### src/rtl/cam_pkg.sv
// rtl/cam_pkg.sv - shared state type, word geometry and colour-bar table for the camera pixel packer
package cam_pkg;

  typedef enum logic [1:0] {
    ST_SKIP,
    ST_WAIT_VS,
    ST_FRAME,
    ST_FLUSH
  } cam_state_t;

  localparam int WORD_W       = 128;
  localparam int PIX_W        = 16;
  localparam int PIX_PER_WORD = 8;

  // RGB565 bars; index 0 is the leftmost band (white), index 7 the rightmost (black)
  localparam logic [7:0][15:0] COLOR_BAR = {
    16'h0000, 16'h001F, 16'hF800, 16'hF81F,
    16'h07E0, 16'h07FF, 16'hFFE0, 16'hFFFF
  };

endpackage

### src/rtl/cam_colorbar_gen.sv
// rtl/cam_colorbar_gen.sv - 8-band colour-bar pixel source indexed by pixel position (used with CAM_TEST_PATTERN_EN)
module cam_colorbar_gen
  import cam_pkg::*;
#(
  parameter int H_PIXELS = 640,
  parameter int IDX_W    = $clog2(H_PIXELS + 1)
) (
  input  logic [IDX_W-1:0] i_pix_idx,
  output logic [PIX_W-1:0] o_pixel
);

  localparam int NUM_BANDS = 8;
  localparam int BAND_PIX  = H_PIXELS / NUM_BANDS;

  logic [2:0] w_band;

  // Band index from threshold compares so no divider is needed
  always_comb begin
    w_band = 3'd0;
    for (int b = 1; b < NUM_BANDS; b++) begin
      if (32'(i_pix_idx) >= 32'(b * BAND_PIX)) w_band = 3'(b);
    end
  end

  assign o_pixel = COLOR_BAR[w_band];

endmodule

### src/rtl/cam_pixel_packer.sv
// rtl/cam_pixel_packer.sv - DVP RGB565 byte stream to 128-bit FIFO words with frame/line status; optional CAM_TEST_PATTERN_EN colour bars
module cam_pixel_packer
  import cam_pkg::*;
#(
  parameter int H_PIXELS   = 640,
  parameter int V_LINES    = 480,
  parameter int FRAME_SKIP = 10
) (
  input  logic              cam_pclk,
  input  logic              rst_n,
  input  logic              cam_vsync,
  input  logic              cam_href,
  input  logic [7:0]        cam_data,
`ifdef CAM_TEST_PATTERN_EN
  input  logic              tp_sel,
`endif
  input  logic              fifo_full,
  output logic              fifo_wr_en,
  output logic [WORD_W-1:0] fifo_wr_data,
  output logic              frame_start,
  output logic              line_done,
  output logic              frame_done,
  output logic              line_err,
  output logic              overflow
);

  localparam int LINE_BYTES = 2 * H_PIXELS;
  localparam int BYTE_W     = $clog2(LINE_BYTES + 2);
  localparam int LINE_W     = $clog2(V_LINES + 1);
  localparam int SKIP_W     = (FRAME_SKIP < 2) ? 1 : $clog2(FRAME_SKIP + 1);
  localparam cam_state_t RST_STATE = (FRAME_SKIP == 0) ? ST_WAIT_VS : ST_SKIP;

  logic              r_vs, r_vs_d, r_href, r_href_d;
  logic [7:0]        r_data;
  cam_state_t        r_state, w_state_nxt;
  logic [SKIP_W-1:0] r_skip_cnt;
  logic [LINE_W-1:0] r_line_cnt;
  logic [BYTE_W-1:0] r_byte_cnt;
  logic [2:0]        r_pix_cnt;
  logic              r_phase;
  logic [7:0]        r_hi;
  logic [WORD_W-1:0] r_acc;
  logic              r_wr_req;
  logic              r_frame_start, r_line_done, r_frame_done, r_line_err, r_overflow;
  logic              w_vs_rise, w_href_fall, w_line_full, w_last_line, w_start;
  logic [7:0]        w_byte;

  assign w_vs_rise   = r_vs & ~r_vs_d;
  // Href activity while vsync is high belongs to no line
  assign w_href_fall = r_href_d & ~r_href & ~r_vs;
  assign w_line_full = (r_byte_cnt == BYTE_W'(LINE_BYTES));
  assign w_last_line = (r_state == ST_FRAME) & w_href_fall & w_line_full &
                       (r_line_cnt == LINE_W'(V_LINES - 1));

`ifdef CAM_TEST_PATTERN_EN
  logic             r_tp_sel;
  logic [PIX_W-1:0] w_tp_pix;

  cam_colorbar_gen #(.H_PIXELS(H_PIXELS)) u_colorbar (
    .i_pix_idx (r_byte_cnt[BYTE_W-1:1]),
    .o_pixel   (w_tp_pix)
  );

  assign w_byte = !r_tp_sel ? r_data : (r_phase ? w_tp_pix[7:0] : w_tp_pix[15:8]);
`else
  assign w_byte = r_data;
`endif

  // Input capture plus a delayed copy for edge detection
  always_ff @(posedge cam_pclk or negedge rst_n) begin
    if (!rst_n) begin
      r_vs     <= 1'b0;
      r_vs_d   <= 1'b0;
      r_href   <= 1'b0;
      r_href_d <= 1'b0;
      r_data   <= 8'd0;
`ifdef CAM_TEST_PATTERN_EN
      r_tp_sel <= 1'b0;
`endif
    end else begin
      r_vs     <= cam_vsync;
      r_vs_d   <= r_vs;
      r_href   <= cam_href;
      r_href_d <= r_href;
      r_data   <= cam_data;
`ifdef CAM_TEST_PATTERN_EN
      r_tp_sel <= tp_sel;
`endif
    end
  end

  // Frame state register
  always_ff @(posedge cam_pclk or negedge rst_n) begin
    if (!rst_n) r_state <= RST_STATE;
    else        r_state <= w_state_nxt;
  end

  // Next state; any vsync rise outside SKIP starts a new frame
  always_comb begin
    w_state_nxt = r_state;
    w_start     = 1'b0;
    case (r_state)
      ST_SKIP: begin
        if (w_vs_rise && (32'(r_skip_cnt) + 32'd1 >= 32'(FRAME_SKIP))) w_state_nxt = ST_WAIT_VS;
      end
      ST_FRAME: begin
        if (w_vs_rise) begin
          w_state_nxt = ST_FRAME;
          w_start     = 1'b1;
        end else if (w_last_line) begin
          w_state_nxt = ST_FLUSH;
        end
      end
      default: begin
        if (w_vs_rise) begin
          w_state_nxt = ST_FRAME;
          w_start     = 1'b1;
        end
      end
    endcase
  end

  // Byte pairing, word packing, line accounting and sticky status flags
  always_ff @(posedge cam_pclk or negedge rst_n) begin
    if (!rst_n) begin
      r_skip_cnt    <= '0;
      r_line_cnt    <= '0;
      r_byte_cnt    <= '0;
      r_pix_cnt     <= 3'd0;
      r_phase       <= 1'b0;
      r_hi          <= 8'd0;
      r_acc         <= '0;
      r_wr_req      <= 1'b0;
      r_frame_start <= 1'b0;
      r_line_done   <= 1'b0;
      r_frame_done  <= 1'b0;
      r_line_err    <= 1'b0;
      r_overflow    <= 1'b0;
    end else begin
      r_frame_start <= 1'b0;
      r_line_done   <= 1'b0;
      r_frame_done  <= 1'b0;
      r_wr_req      <= 1'b0;
      // fifo_full is judged in the strobe cycle itself; a blocked word is lost
      if (r_wr_req && fifo_full) r_overflow <= 1'b1;
      // Flags stay visible alongside frame_start, then clear
      if (r_frame_start) begin
        r_line_err <= 1'b0;
        r_overflow <= 1'b0;
      end
      if (r_state == ST_SKIP && w_vs_rise) r_skip_cnt <= r_skip_cnt + 1'b1;
      if (w_start) begin
        r_frame_start <= 1'b1;
        r_line_cnt    <= '0;
        r_byte_cnt    <= '0;
        r_pix_cnt     <= 3'd0;
        r_phase       <= 1'b0;
        if (r_state == ST_FRAME && (r_href || r_href_d || r_byte_cnt != '0)) r_line_err <= 1'b1;
      end else if (r_state == ST_FRAME && !r_vs) begin
        if (r_href) begin
          if (r_byte_cnt < BYTE_W'(LINE_BYTES)) begin
            r_byte_cnt <= r_byte_cnt + 1'b1;
            r_phase    <= ~r_phase;
            if (!r_phase) begin
              r_hi <= w_byte;
            end else begin
              r_acc     <= {r_acc[WORD_W-PIX_W-1:0], r_hi, w_byte};
              r_pix_cnt <= r_pix_cnt + 1'b1;
              if (r_pix_cnt == 3'(PIX_PER_WORD - 1)) r_wr_req <= 1'b1;
            end
          end else begin
            // Over-long line: mark it and drop the excess bytes
            r_byte_cnt <= BYTE_W'(LINE_BYTES + 1);
          end
        end else if (w_href_fall) begin
          r_byte_cnt <= '0;
          r_pix_cnt  <= 3'd0;
          r_phase    <= 1'b0;
          if (w_line_full) begin
            r_line_done <= 1'b1;
            r_line_cnt  <= r_line_cnt + 1'b1;
            if (w_last_line) r_frame_done <= 1'b1;
          end else begin
            r_line_err <= 1'b1;
          end
        end
      end
    end
  end

  assign fifo_wr_en   = r_wr_req & ~fifo_full;
  assign fifo_wr_data = r_acc;
  assign frame_start  = r_frame_start;
  assign line_done    = r_line_done;
  assign frame_done   = r_frame_done;
  assign line_err     = r_line_err;
  assign overflow     = r_overflow;

endmodule

### config.mk
export PLATFORM = sky130hd
export DESIGN_NAME = cam_pixel_packer
export DESIGN_NICKNAME = d
export VERILOG_FILES = /design/src/rtl/cam_pkg.sv /design/src/rtl/cam_colorbar_gen.sv /design/src/rtl/cam_pixel_packer.sv
export SDC_FILE = /design/constraint.sdc
export NUM_CORES = 1
export LEC_CHECK = 0
export ABC_AREA = 1
export ABC_CLOCK_PERIOD_IN_PS = 2200
export CELL_PAD_IN_SITES_DETAIL_PLACEMENT = 1
export CELL_PAD_IN_SITES_GLOBAL_PLACEMENT = 1
export CORE_MARGIN = 8
export CORE_UTILIZATION = 39
export DETAILED_ROUTE_END_ITERATION = 10
export PLACE_DENSITY_LB_ADDON = 0.1
export SYNTH_ARGS = -nofsm -noshare
export SYNTH_HDL_FRONTEND = slang
export SYNTH_SLANG_ARGS = --single-unit
### constraint.sdc
create_clock -name cam_pclk -period 2.2 [get_ports cam_pclk]
set_clock_uncertainty 0.2 [all_clocks]
set_input_delay 0.33 -clock cam_pclk [delete_from_list [all_inputs] [get_ports cam_pclk]]
set_output_delay 0.33 -clock cam_pclk [all_outputs]
set_load 0.01 [all_outputs]
==> Word-level counts from Yosys, hierarchy flattened <==
Index checks and enable logic that the tools add are counted.
W data, S select, Z words.
{ "op_classes": {"n_addsub": 5, "n_eq_ne": 9, "n_mux": 55, "n_lt_le_gt_ge": 2, "n_reduce_logical": 23, "n_bitwise": 13} }
{ "ops": {"columns": ["operator", "count"], "rows": [
  ["$mux W11", 5],
  ["$mux W9", 5],
  ["$mux W1", 34],
  ["$mux W3", 6],
  ["$add A11 B1 Y11 const B", 1],
  ["$eq A11 B11 Y1 const B", 1],
  ["$lt A11 B11 Y1 const B", 1],
  ["$reduce_bool A11 Y1", 1],
  ["$reduce_and A5 Y1", 2],
  ["$add A9 B1 Y9 const B", 1],
  ["$eq A9 B9 Y1 const B", 1],
  ["$mux W2", 4],
  ["$reduce_and A4 Y1", 2],
  ["$reduce_bool A2 Y1", 4],
  ["$and A1 B1 Y1", 7],
  ["$ne A3 B1 Y1 const B", 2],
  ["$not A1 Y1", 6],
  ["$reduce_and A3 Y1", 2],
  ["$reduce_bool A3 Y1", 2],
  ["$add A4 B1 Y5 const B", 1],
  ["$ge A5 B4 Y1 const B", 1],
  ["$logic_and A1 B1 Y1", 5],
  ["$add A4 B1 Y4 const B", 1],
  ["$pmux W2 S2", 1],
  ["other kinds (10)", 11]
]} }
{ "totals": {"register_bits": 184, "elab_cells": 126} }

==> Longest topological paths before layout <==
Gate-level depths: netlist (run 1).
{ "depth": {"depth_word": 12, "depth_mapped": 11, "depth_no_buf": 10} }

==> Worst setup path after synthesis (run 1) <==
Ideal clock, no wire load.
{ "synth_path": {"path_type": "reg2reg", "startpoint": "register r_state[1]", "endpoint": "register r_acc[10], in the netlist fifo_wr_data[10]", "setup_slack_ns": 0.460, "path_stages_with_launch": 11, "period_less_slack_ns": 1.740, "arrival_time_ns": 1.424, "cell_sequence": "dfrtp_1 > nor2_2 > nor2_2 > nor2_4 > nand2_2 > nor2_8 > nand2_2 > buf_4 > buf_4 > nand2_1 > nand2_1"} }
{ "synth_between": {"elab_chain_cells": 4, "elab_cells_between_ends": 6, "classes_between": "1 x eq/ne; 1 x mux; 1 x bitwise; 3 x reduce/logical"} }
{ "synth_lines": {"columns": ["element", "line", "rtl"], "rows": [
  ["from (decl)", "cam_pixel_packer.sv:35", "cam_state_t r_state, w_state_nxt;"],
  ["from (signal assigned)", "cam_pixel_packer.sv:95", "else r_state <= w_state_nxt;"],
  ["$logic_not A2 Y1", "cam_pixel_packer.sv:102", "case (r_state)"],
  ["$mux W1", null, null],
  ["via w_start", "cam_pixel_packer.sv:45", "logic w_vs_rise, w_href_fall, w_line_full, w_last_line, w_start;"],
  ["$not A1 Y1 (no source line)", null, null],
  ["$reduce_and A5 Y1 (no source line)", null, null],
  ["to (signal assigned)", "cam_pixel_packer.sv:167", "r_acc <= {r_acc[WORD_W-PIX_W-1:0], r_hi, w_byte};"],
  ["to (decl)", "cam_pixel_packer.sv:42", "logic [WORD_W-1:0] r_acc;"]
]} }
The timed path passes the listed nets, and every way through them passes these cells.
A chain may end at the register's enable or synchronous reset.

==> Worst setup path after layout (run 1) <==
{ "layout_path": {"startpoint": "register r_state[1]", "endpoint": "register r_acc[30], in the netlist fifo_wr_data[30]"} }
The elaborated chain is that of the path after synthesis.

==> results of run 1 <==
-- cell families (layout without fill, tap and decap cells) --
family,count (synthesis),after routing,share of synthesized area
compound gates,44,44,0.0295
flops,184,184,0.607
simple gates,514,514,0.288
buf+inv,97,255,0.0574
fa+ha+maj,7,7,0.0115
xor+xnor,6,6,0.00693
-- registers in the layout, summed over array words and instances (netlist names), 2 cells and up --
signal and cells:
r_byte_cnt 11, r_line_cnt 9, r_hi 8, r_pix_cnt 3
r_data 8, r_state 2, fifo_wr_data 128, r_skip_cnt 4
-- worst max-delay path: stages, from the launching register on --
cell                      delay (ns)
sky130_fd_sc_hd__dfrtp_1        0.40
sky130_fd_sc_hd__nor2_2         0.18
sky130_fd_sc_hd__nor2_2         0.09
sky130_fd_sc_hd__nor2_4         0.12
sky130_fd_sc_hd__nand2_2        0.11
sky130_fd_sc_hd__nor2_8         0.14
sky130_fd_sc_hd__buf_12         0.25
sky130_fd_sc_hd__buf_12         0.26
sky130_fd_sc_hd__nand3_1        0.12
sky130_fd_sc_hd__nand2_1        0.09
-- through the flow --
stage	util	cells	hold WS, ns	cell area (sq um)	setup slack (ns)
2_1_floorplan	-	852	-0.166	7580	0.460
3_3_place_gp	0.489	1242	0.114	9430	0.209
3_5_place_dp	0.489	1242	0.114	9430	0.123
4_1_cts	0.523	1275	0.111	10100	0.110
5_1_grt	0.523	1275	0.113	10100	-0.000586
6_report	0.523	1275	0.130	10100	0.137
-- power by group through the flow --
stage	clock network, mW	logic (mW)	registers [mW]
floorplan	0	0.848	3.93
global placement	0	1.47	4.05
detailed placement	0	1.50	4.04
CTS	3.37	1.51	3.98
global route	3.50	1.67	4.02
finish	3.29	1.49	3.98
-- worst min-delay path by stage --
stage	to	slack (ns)
5_1_grt	r_data[0]$_DFF_PN0_	0.11
3_5_place_dp	r_line_cnt[6]$_DFFE_PN0P_	0.11
4_1_cts	r_data[3]$_DFF_PN0_	0.11
3_3_place_gp	r_line_cnt[6]$_DFFE_PN0P_	0.11
2_1_floorplan	fifo_wr_data[0]$_DFFE_PN0P_	-0.17
6_report	r_data[3]$_DFF_PN0_	0.13
-- cells in the mapped netlist (all sizes together) --
cell    count
o21ai      38
buf        30
nor2       32
dfrtp     184
o21a        1
xnor2       1
nor3        4
a21oi       4
nand3b      1
nand2     324
o22ai       1
clkinv      1
clkbuf     15
nand3     141
inv        51
nand4      12
ha          7
xor2        5
-- what timing repair did --
action	CTS	global route
setup buffers	0	0
gates resized for setup	0	1
endpoints found under the hold margin	41	0
endpoints found under the setup margin	0	8
hold buffers	1	0
-- routing by layer --
layer	track usage	up-vias	wire (um)
li1	-	3015	-
met1	0.234	3083	10000
met2	0.294	115	9910
met3	0.0649	14	1400
met4	0.0430	0	250
met5	0	-	0
-- final cells by class --
| type | instances | area [sq um] |
|---|---|---|
| clock inverters | 15 | 204 |
| repair buffers | 171 | 1760 |
| clock buffers | 17 | 425 |
| multi-input cells | 571 | 2550 |
| well taps | 265 | 332 |
| flip-flops and latches | 184 | 4610 |
| inverters | 52 | 195 |
| fillers | 2231 | 9200 |
-- placed cells by master, fill, tap and decap left out, types with 2 or more instances in the layout --
master | Yosys | layout
sky130_fd_sc_hd__nand4_1 | 12 | 12
sky130_fd_sc_hd__inv_1 | 51 | 51
sky130_fd_sc_hd__ha_1 | 7 | 7
sky130_fd_sc_hd__nor2_1 | 28 | 28
sky130_fd_sc_hd__nand2_1 | 321 | 321
sky130_fd_sc_hd__o21ai_0 | 30 | 30
sky130_fd_sc_hd__clkdlybuf4s50_1 | 0 | 145
sky130_fd_sc_hd__bufinv_16 | 0 | 3
sky130_fd_sc_hd__nand2_4 | 0 | 2
sky130_fd_sc_hd__nor3_1 | 4 | 4
sky130_fd_sc_hd__inv_8 | 0 | 2
sky130_fd_sc_hd__inv_6 | 0 | 7
sky130_fd_sc_hd__buf_12 | 0 | 8
sky130_fd_sc_hd__o21ai_1 | 8 | 8
sky130_fd_sc_hd__dfrtp_1 | 184 | 183
sky130_fd_sc_hd__clkbuf_16 | 0 | 17
sky130_fd_sc_hd__nand3_1 | 141 | 141
sky130_fd_sc_hd__buf_4 | 17 | 16
sky130_fd_sc_hd__a21oi_1 | 4 | 4
sky130_fd_sc_hd__nor2_2 | 2 | 2
sky130_fd_sc_hd__xor2_1 | 5 | 5
==> results.yml, run 1 <==
route:
  finalWirelength_mm: 21.6
  drt-wirelength-per-cell_um: 16.9
  dr_vias: 6227
  routed_via_density: 4.88
  ant_nets: 0
  detail_route.drc_violations: 0
  detail_route.first_pass.iterations: 4
  drt_iter0_markers: 321
critical_path:
  startpoint: "r_state[1]$_DFFE_PN0P_"
  worst_reg2reg_setup_slack_ns: 0.14
  timing.critical_path.arrival_ns: 2.23
  crit_path_start_kind: "flip-flop"
  rr_endpoint: "fifo_wr_data[30]$_DFFE_PN0P_"
  reg2reg_depth: 9
  setup.worst_path.class: "flip-flop to flip-flop"
  worst-path-max-fanout: 51
  worst_ep_required_time_ns: 2.37
  worst_setup_path_end_kind: "flip-flop"
  timing.rr.start: "r_state[1]$_DFFE_PN0P_"
  worst_setup_path_endpoint: "fifo_wr_data[30]$_DFFE_PN0P_"
power:
  irDropWorstVdd_uv: 588
  sw_frac_of_total: 0.308
  power.internal_mw: 6.06
  leakage_nw: 5.11
  p_total_mw: 8.76
  p_sw_mw: 2.69
  pwr_density_cell_nw_per_um2: 869
  share_seq_of_total_power: 0.454
  pwr-share-clk: 0.375
  pwr-share-comb: 0.170
outcome:
  status: "finished, final reports clean"
min_path:
  timing.hold.worst.class: "primary input to flip-flop"
  hold_path_startpoint: "cam_data[3]"
  worst_hold_path.num_cells: 1
global_route:
  largest_net_degree_at_the_start_of_global_routing: 69
  number_of_antenna_violations_at_the_first_check_in_global_routing: 0
  globalRoute.totalOverflow: 0
  via_count_of_the_first_global_routing_pass: 6666
  grt_util_all_layers: 0.184
  grt_pass1_wl_mm: 35.6
synth:
  post-synth-top-area-fraction: 0.607
  synth_area_leaders: "sky130_fd_sc_hd__dfrtp_1 (61%), sky130_fd_sc_hd__nand2_1 (16%), sky130_fd_sc_hd__nand3_1 (9.3%)"
  number_of_nets_in_the_synthesized_netlist: 872
  syn_area_per_cell_sq_um: 8.90
  ys_types: 25
  yosysSeqAreaShare: 0.607
  netlist.top_cell.by_area: "sky130_fd_sc_hd__dfrtp_1"
  register_bit_total_from_synthesis: 184
  syn_inst: 852
  syn_area_sq_um: 7580
  synth_warnings: 0
placed_design:
  detailed_placement_hpwl_mm: 15.1
  gp_congestion: 0.783
  port_buffer_count: 146
die:
  initial_core_utilization: 0.394
  ios: 147
  fp.dieW_um: 155
  core.rowCount: 51
  fp.dieArea_sq_um: 24200
  core-area_sq_um: 19300
  die_height_um: 155
timing:
  final_min_period_over_clock_period: 0.938
  fmax_mhz: 485
  report.final.setup_viol: 0
  timing_hold_violations_final: 0
  setup-tns-final_ns: 0
  tightestPinTransition_ns: 0.432
  worst_slew_margin_rel: 0.710
  crit_path_time_final_ns: 2.06
  drv_slew: 0
clocking:
  cts-buffers-inserted: 17
  cts_root_buffer: "sky130_fd_sc_hd__clkbuf_16"
  htree_levels: 4
  cts_sinks: 184
  tritoncts: "built"
  clock_tree.buffer_depth: 2
  clock_insertion_delay_worst_skew_ns: 0.43
  cts.clk_slew.worst_paths_ns: 0.07
final_layout:
  n_antenna_cell: 0
  design.final.nets: 1017
  area_growth_syn_to_layout_pct: 32.8
  drive_gt1_frac: 0.0644
job:
  drv_cap: 0
(Power assumes the default switching activity.)
==> run 2: changes to the inputs <==
--- a/config.mk
+++ b/config.mk
@@ -8,3 +8,2 @@
 export ABC_AREA = 1
-export ABC_CLOCK_PERIOD_IN_PS = 2200
 export CELL_PAD_IN_SITES_DETAIL_PLACEMENT = 1
==> constraint.sdc (replaced) <==
create_clock -name cam_pclk -period 2.2 [get_ports cam_pclk]
set_clock_uncertainty 0.2 [all_clocks]
set_input_delay 0.44 -clock cam_pclk [delete_from_list [all_inputs] [get_ports cam_pclk]]
set_output_delay 0.44 -clock cam_pclk [all_outputs]
set_load 0.01 [all_outputs]
==> run 2 against run 1 <==
  * Via count decreased by 0.67%
  * Critical path type is now flip-flop to output pin
  * Maximum frequency decreased by 2.4%
  * Flip-flop and latch count unchanged
  * Die area unchanged
  * Combinational power decreased by 3%
  * Non-clock buffer count decreased by 7
  * Hold slack improved by 0.11 ns
  * Critical endpoint is now fifo_wr_data[16]
  * Sequential power about the same
  * Setup slack got worse by 0.051 ns
  * Clock-buffer cell count increased by 1
  * Design area decreased by 1.1%
  * Highest routed layer unchanged
  * Utilization decreased by 0.56 points
==> results.yml, run 2 (synthesis results as in run 1) <==
route:
  drt_iter0_markers: 294
  routed_via_density: 4.88
  finalWirelength_mm: 21.2
  drt-wirelength-per-cell_um: 16.7
  detail_route.drc_violations: 0
  detail_route.first_pass.iterations: 4
  dr_vias: 6185
  ant_nets: 0
timing:
  crit_path_time_final_ns: 2.11
  timing_hold_violations_final: 0
  report.final.setup_viol: 0
  fmax_mhz: 473
  drv_slew: 0
  final_min_period_over_clock_period: 0.961
  setup-tns-final_ns: 0
  rsz_0062_raised_after_global_routing: "false"
  final_critical_path_setup_slack_ns: 0.0860
  worst_slew_margin_rel: 0.689
  tightestPinTransition_ns: 0.465
die:
  core.rowCount: 51
  fp.dieW_um: 155
  core-area_sq_um: 19300
  fp.dieArea_sq_um: 24200
  initial_core_utilization: 0.394
  ios: 147
  die_height_um: 155
critical_path:
  worst_path_dominant_cell_family: "buffers and inverters"
  crit_chain: "clkdlybuf4s50_1"
  max_stage_delay_ns: 0.61
  timing.critical_path.arrival_ns: 1.47
  crit_path_start_kind: "flip-flop"
  worst_ep_required_time_ns: 1.56
  worst-path-max-fanout: 3
  path_buf_inv: 1
  setup.worst_path.class: "flip-flop to output pin"
  worst_setup_path_end_kind: "output pin"
  worst_path_max_delay_cell: "sky130_fd_sc_hd__clkdlybuf4s50_1"
final_layout:
  final_cells: 1267
  area_growth_syn_to_layout_pct: 31.4
  largest_register_ffs: 128
  nFillCells: 2232
  n_antenna_cell: 0
  most_common_cell_after_layout_fill_and_taps_aside: "sky130_fd_sc_hd__nand2_1"
  stdcell_area_sq_um: 9970
  design.final.nets: 1010
  commonest_cells_after_routing_fill_and_taps_aside: "sky130_fd_sc_hd__nand2_1 (321), sky130_fd_sc_hd__dfrtp_1 (183), sky130_fd_sc_hd__clkdlybuf4s50_1 (144), sky130_fd_sc_hd__nand3_1 (141), sky130_fd_sc_hd__inv_1 (51)"
  drive_gt1_frac: 0.0559
power:
  leakage_nw: 5.05
  irDropWorstVdd_uv: 499
  p_total_mw: 8.45
  pwr_density_cell_nw_per_um2: 848
placed_design:
  dp.cells: 1235
  gp_congestion: 0.779
  placed_cell_area_sq_um: 9380
  detailedPlace.worstSlack_ns: 0.0389
  port_buffer_count: 146
  detailed_placement_hpwl_mm: 14.7
global_route:
  number_of_antenna_violations_at_the_first_check_in_global_routing: 0
  grt_util_all_layers: 0.184
  via_count_of_the_first_global_routing_pass: 6704
  largest_net_degree_at_the_start_of_global_routing: 84
  globalRoute.totalOverflow: 0
  grt_pass1_wl_mm: 35.6
clocking:
  clock_insertion_delay_worst_skew_ns: 0.43
  cts.clk_slew.worst_paths_ns: 0.07
  cts_root_buffer: "sky130_fd_sc_hd__clkbuf_16"
  cts-buffers-inserted: 17
  clock_tree.buffer_depth: 2
  htree_levels: 4
  tritoncts: "built"
  cts_sinks: 184
outcome:
  status: "finished, final reports clean"
job:
  drv_cap: 0
min_path:
  timing.hold.worst.class: "primary input to flip-flop"
-- run 2: timing repair --
item / in CTS / in global routing
gates resized for setup: 0 / 1
hold buffers: 1 / 0
setup buffers: 0 / 0
endpoints found under the hold margin: 40 / 0
endpoints found under the setup margin: 0 / 1
-- run 2: routing by layer --
metal | part of all wire | vias to the layer above | global-route usage
met1 | 0.45 | 3040 | 0.234
met2 | 0.47 | 134 | 0.294
met5 | 0 | - | 0
met3 | 0.069 | 16 | 0.0646
li1 | - | 2995 | -
met4 | 0.0088 | 0 | 0.0453
-- run 2: worst paths after layout --
check                      cells after the start  slack (ns)                          from                           end
max reg2reg                                    8        0.19                r_vs$_DFF_PN0_      r_pix_cnt[0]$_DFFE_PN0P_
max                                            1        0.09  fifo_wr_data[16]$_DFFE_PN0P_              fifo_wr_data[16]
max in group asynchronous                      3        0.90                         rst_n  fifo_wr_data[36]$_DFFE_PN0P_
min in group asynchronous                      2        0.32                         rst_n           line_done$_DFF_PN0_
min                                            1        0.24                   cam_data[3]           r_data[3]$_DFF_PN0_
min reg2reg                                    0        0.26              r_href$_DFF_PN0_            r_href_d$_DFF_PN0_
-- run 2: layout make-up --
cell class	instances	area (sq um)	share of cell area
inverters	52	195	0.0196
repair buffers	164	1710	0.171
well taps	265	332	0.0333
clock inverters	13	148	0.0148
clock buffers	18	429	0.0431
multi-input cells	571	2550	0.256
flip-flops and latches	184	4610	0.462
-- run 2: metrics by stage --
| stage | utilization | hold slack [ns] |
|---|---|---|
| 3_3_place_gp | 0.487 | 0.215 |
| 2_1_floorplan | - | -0.0556 |
| 4_1_cts | 0.517 | 0.221 |
| 3_5_place_dp | 0.487 | 0.221 |
| 5_1_grt | 0.517 | 0.224 |
| 6_report | 0.517 | 0.243 |
-- run 2: report_power, final --
group	leakage, nW	total [mW]	switching [mW]	internal [mW]
Sequential	2.51	3.97	0.316	3.66
Combinational	2.27	1.44	0.905	0.534
Clock	0.270	3.04	1.35	1.68
Total	5.05	8.45	2.58	5.87
==> RTL edit 1 (settings of run 2) <==
Take the reset off `r_data` and load it in a clocked block of its own.
--- a/src/rtl/cam_pixel_packer.sv
+++ b/src/rtl/cam_pixel_packer.sv
@@ -73,7 +73,6 @@
       r_vs_d   <= 1'b0;
       r_href   <= 1'b0;
       r_href_d <= 1'b0;
-      r_data   <= 8'd0;
 `ifdef CAM_TEST_PATTERN_EN
       r_tp_sel <= 1'b0;
 `endif
@@ -82,11 +81,14 @@
       r_vs_d   <= r_vs;
       r_href   <= cam_href;
       r_href_d <= r_href;
-      r_data   <= cam_data;
 `ifdef CAM_TEST_PATTERN_EN
       r_tp_sel <= tp_sel;
 `endif
     end
+  end
+
+  always_ff @(posedge cam_pclk) begin
+    r_data <= cam_data;
   end
 
   // Frame state register
Function: same outputs for any inputs over 4 cycles, from zero or initial values and one cycle with rst_n low; that may be too few to reach the edited logic, so the function may still have changed.
==> RTL edit 1 against run 2 <==
  * Cell area grew 1.6%
  * Setup slack gained 0.0040 ns
  * Power grew 0.69%
  * Sequential cell count is the same
  * Area after synthesis grew 3.2%
  * Wire length shrank 1.5%
  * Sequential power shrank 1%
  * Maximum frequency grew 0.19%
  * Critical path type unchanged
  * Largest power group unchanged
==> RTL edit 1: results (changes against run 2) <==
Run status: finished, final reports clean
Maximum number of pins on one net before global-route repair: 91 (+8.3%)
Setup Slack @ Placement: 0.0381 ns (-0.000801 ns)
Last weighted congestion value of the routability-driven placer: 0.806 (+3.4%)
Post-synthesis xor/xnor area fraction: 0.672% (-0.021 points)
Peak per-stage delay on the critical path: 0.59 ns (-0.02 ns)
Number of placed cells counting well taps: 1,244 (+0.73%)
Leak: 5.06 nW (+0.23%)
FILL cells: 2,319 (+3.9%)
Worst hold path cell count: 0 (-1)
Total global-route track usage: 17.3% (-1.1 points)
Met1 usage: 23.6% (+0.22 points)
Worst Setup EP: fifo_wr_data[2]
Proportion of synthesized flip-flops having asynchronous set or reset: 95.7% (-4.3 points)
Post-place instance area: 9510 sq um (+1.5%)
Share of final-layout standard cells stronger than drive strength 1: 10.0% (+4.4 points)
First-pass GRT wire length: 34.0 mm (-4.4%)
Met3 Resource Use GR: 4.75% (-1.7 points)
Count of vias placed by the detailed router: 6,137 (-0.78%)
Most frequent cells after synthesis: sky130_fd_sc_hd__nand2_1, sky130_fd_sc_hd__dfrtp_1, sky130_fd_sc_hd__nand3_1, sky130_fd_sc_hd__inv_1, sky130_fd_sc_hd__nand2_2
Maximum vdd drop: 561 uV (+13%)
Path depth of the worst reg2reg path: 10 (+2)
Type of the tightest min-delay check: register to register
Netlist cell types: 30 (+20%)
Net switching power of the design: 2.65 mW (+3.0%)
Power dissipated in the clock network: 2.97 mW (-2%)
Mean area per synthesized cell: 9.17 sq um (+3.0%)
Crit path setup slack, layout: 0.0899 ns (+0.00399 ns)
Drt initial violations: 350 (+19%)
Synthesized Nets: 873 (+0.11%)
Wire length on met1: 10.0 mm (+4.4%)
Final nets: 1,016 (+0.59%)
Sequential logic power: 3.92 mW (-1%)
## RTL edit 1: cell count changes after synthesis, sizes merged, moves of 2 or more
| cell | run 2 | this run |
|---|---|---|
| dfrtp | 184 | 176 |
| nor3 | 4 | 2 |
| nand3 | 141 | 144 |
| dlygate4sd3 | 0 | 2 |
| nor2 | 32 | 34 |
| dfxtp | 0 | 8 |
| nand2 | 324 | 322 |
| clkbuf | 15 | 13 |
## RTL edit 1: area by class of cell
type	count	area, sq um	share of cell area (%)
Sequential cell	184	4570	45.1
Inverter	50	188	1.85
Timing Repair Buffer	169	1790	17.7
Clock inverter	14	138	1.36
Clock buffer	18	429	4.24
Multi-Input combinational cell	574	2670	26.4
Tap cell	270	338	3.34
## RTL edit 1: worst min path at each step
stage / from / endpoint / slack, ns
floorplan: rst_n / fifo_wr_data[0] / -0.06
global placement: r_href / r_href_d / 0.21
detailed placement: r_href / r_href_d / 0.22
CTS: r_href / r_href_d / 0.23
global route: cam_data[6] / r_data[6] / 0.23
finish: r_href / r_href_d / 0.23
==> RTL edit 2 (settings of run 2) <==
Made on the original files. Set the parameter `V_LINES` to 240 (it was 480).
--- a/src/rtl/cam_pixel_packer.sv
+++ b/src/rtl/cam_pixel_packer.sv
@@ -3,7 +3,7 @@
   import cam_pkg::*;
 #(
   parameter int H_PIXELS   = 640,
-  parameter int V_LINES    = 480,
+  parameter int V_LINES    = 240,
   parameter int FRAME_SKIP = 10
 ) (
   input  logic              cam_pclk,
Formal check against the unedited RTL: no difference found for any inputs over 4 cycles, from zero or initial values and one cycle with rst_n low; that may be too few to reach the edited logic, so the function may still have changed.
==> RTL edit 2 against run 2 <==
  * Cell area shrank 2.1%
  * Global-route usage shrank 0.33 points
  * Power shrank 6.5%
  * Wire length shrank 2.4%
  * Area after synthesis shrank 2.5%
  * Setup slack gained 0.012 ns
  * Sequential cell count shrank 1
  * Synthesized cell count shrank 1.5%
  * Largest power group unchanged
==> RTL edit 2: results (changes against run 2) <==
Netlist cell types: 28 (+12%)
HPWL after detailed placement: 14.9 mm (+1.2%)
Flip-flop count of the largest register, all copies and words added: 128 (unchanged)
CTS Root Buffer Type: sky130_fd_sc_hd__clkbuf_16
CP top delay family: buffers and inverters
Run status: finished, final reports clean
Maximum vdd drop: 581 uV (+16%)
Share of final-layout standard cells stronger than drive strength 1: 5.87% (+0.28 points)
WL per Instance: 16.7 um (-0.22%)
Arrival time reported for the critical path endpoint: 1.46 ns
Peak per-stage delay on the critical path: 0.58 ns (-0.03 ns)
Last weighted congestion value of the routability-driven placer: 0.811 (+4.0%)
Mean area per synthesized cell: 8.82 sq um (-0.96%)
Largest fanout on the critical path: 3 (unchanged)
Clock Path Buffers: 2 (unchanged)
Slowest CP cell: sky130_fd_sc_hd__clkdlybuf4s50_1
Primary FF master, synth: sky130_fd_sc_hd__dfrtp_1
Type of the tightest min-delay check: register to register
Portion of the post-synthesis area used by sequential elements: 61.9% (+1.2 points)
Synth area leaders: sky130_fd_sc_hd__dfrtp_1, sky130_fd_sc_hd__nand2_1, sky130_fd_sc_hd__inv_1
Reg-to-reg critical path startpoint: r_state[1]
Worst skew pair latency: 0.43 ns (about the same)
EDFF count, synth: 0 (unchanged)
Count of vias placed by the detailed router: 5,917 (-4.3%)
Most frequent cells after synthesis: sky130_fd_sc_hd__nand2_1, sky130_fd_sc_hd__dfrtp_1, sky130_fd_sc_hd__inv_1, sky130_fd_sc_hd__o21ai_0, sky130_fd_sc_hd__nand3_1
Antenna violations before repair: 0 (unchanged)
Final nets: 1,013 (+0.30%)
Slew at the pin closest to its max-slew limit: 0.388 ns (-0.0776 ns)
Leak: 5.01 nW (-0.84%)
Number of clock buffers inserted by TritonCTS: 17 (unchanged)
Post-place instance area: 9180 sq um (-2.2%)
Setup Slack @ Placement: 0.0441 ns (+0.00521 ns)
Post-route non-filler standard cell count: 1,239 (-2.2%)
Total of buffers placed on input and output ports: 146 (unchanged)
Cell with the most instances after synthesis: sky130_fd_sc_hd__nand2_1
Synthesized Nets: 859 (-1.5%)
Count of yosys warnings during synthesis: 0 (unchanged)
First-pass GRT wire length: 34.3 mm (-3.6%)
Hold path startpoint: r_vs
Crit path from: fifo_wr_data[16]
Antenna diode count: 0 (unchanged)
Maximum number of pins on one net before global-route repair: 69 (-18%)
Via count of the first global-routing pass: 6,246 (-6.8%)
Total global-route track usage: 18.1% (-0.33 points)
Drt initial violations: 303 (+3.1%)
FILL cells: 2,177 (-2.5%)
Drt pass-1 iters: 4 (unchanged)
H-tree depth reported by CTS: 4 (unchanged)
RTL edit 2: cells by family after synthesis:
kind of cell | after synthesis | share of synthesized area, %
flops | 183 | 61.9
simple gates | 516 | 27.4
compound gates | 42 | 2.93
fa+ha+maj | 7 | 1.18
xor+xnor | 6 | 0.710
buf+inv | 85 | 5.85
RTL edit 2: area by class of cell:
type	count	area (sq um)	share of cell area (%)
Clock inverter	14	141	1.45
Sequential cell	183	4580	46.9
Clock buffer	17	425	4.36
Tap cell	234	293	3.00
Multi-Input combinational cell	571	2390	24.5
Timing Repair Buffer	166	1720	17.6
Inverter	54	205	2.10
RTL edit 2: final timing paths:
check	to	slack, ns	depth (start not counted)
max	fifo_wr_data[16]	0.1	1
min	r_vs_d	0.23	0
max reg2reg	fifo_wr_data[64]	0.18	10
min reg2reg	r_vs_d	0.23	0
max in group asynchronous	fifo_wr_data[56]	0.91	3
min in group asynchronous	fifo_wr_data[124]	0.30	2
RTL edit 2: power breakdown:
part / switching, mW / internal (mW)
clock: 1.38 / 1.59
sequential: 0.225 / 3.63
combinational: 0.604 / 0.477
total: 2.21 / 5.69
RTL edit 2: repair_timing:
| item | 4_1_cts | 5_1_grt |
|---|---|---|
| endpoints found under the setup margin | 0 | 11 |
| gates resized for setup | 0 | 2 |
| hold buffers | 1 | 0 |
| hold endpoints to repair | 37 | 0 |
| setup buffers | 0 | 0 |
RTL edit 2: layer usage:
| layer | up-vias | routed length, um | track usage [%] |
|---|---|---|---|
| met1 | 2904 | 9350 | 23.8 |
| met4 | 0 | 248 | 5.32 |
| met3 | 18 | 1060 | 4.60 |
| met5 | - | 0 | 0 |
| met2 | 107 | 10000 | 28.9 |
| li1 | 2888 | - | - |
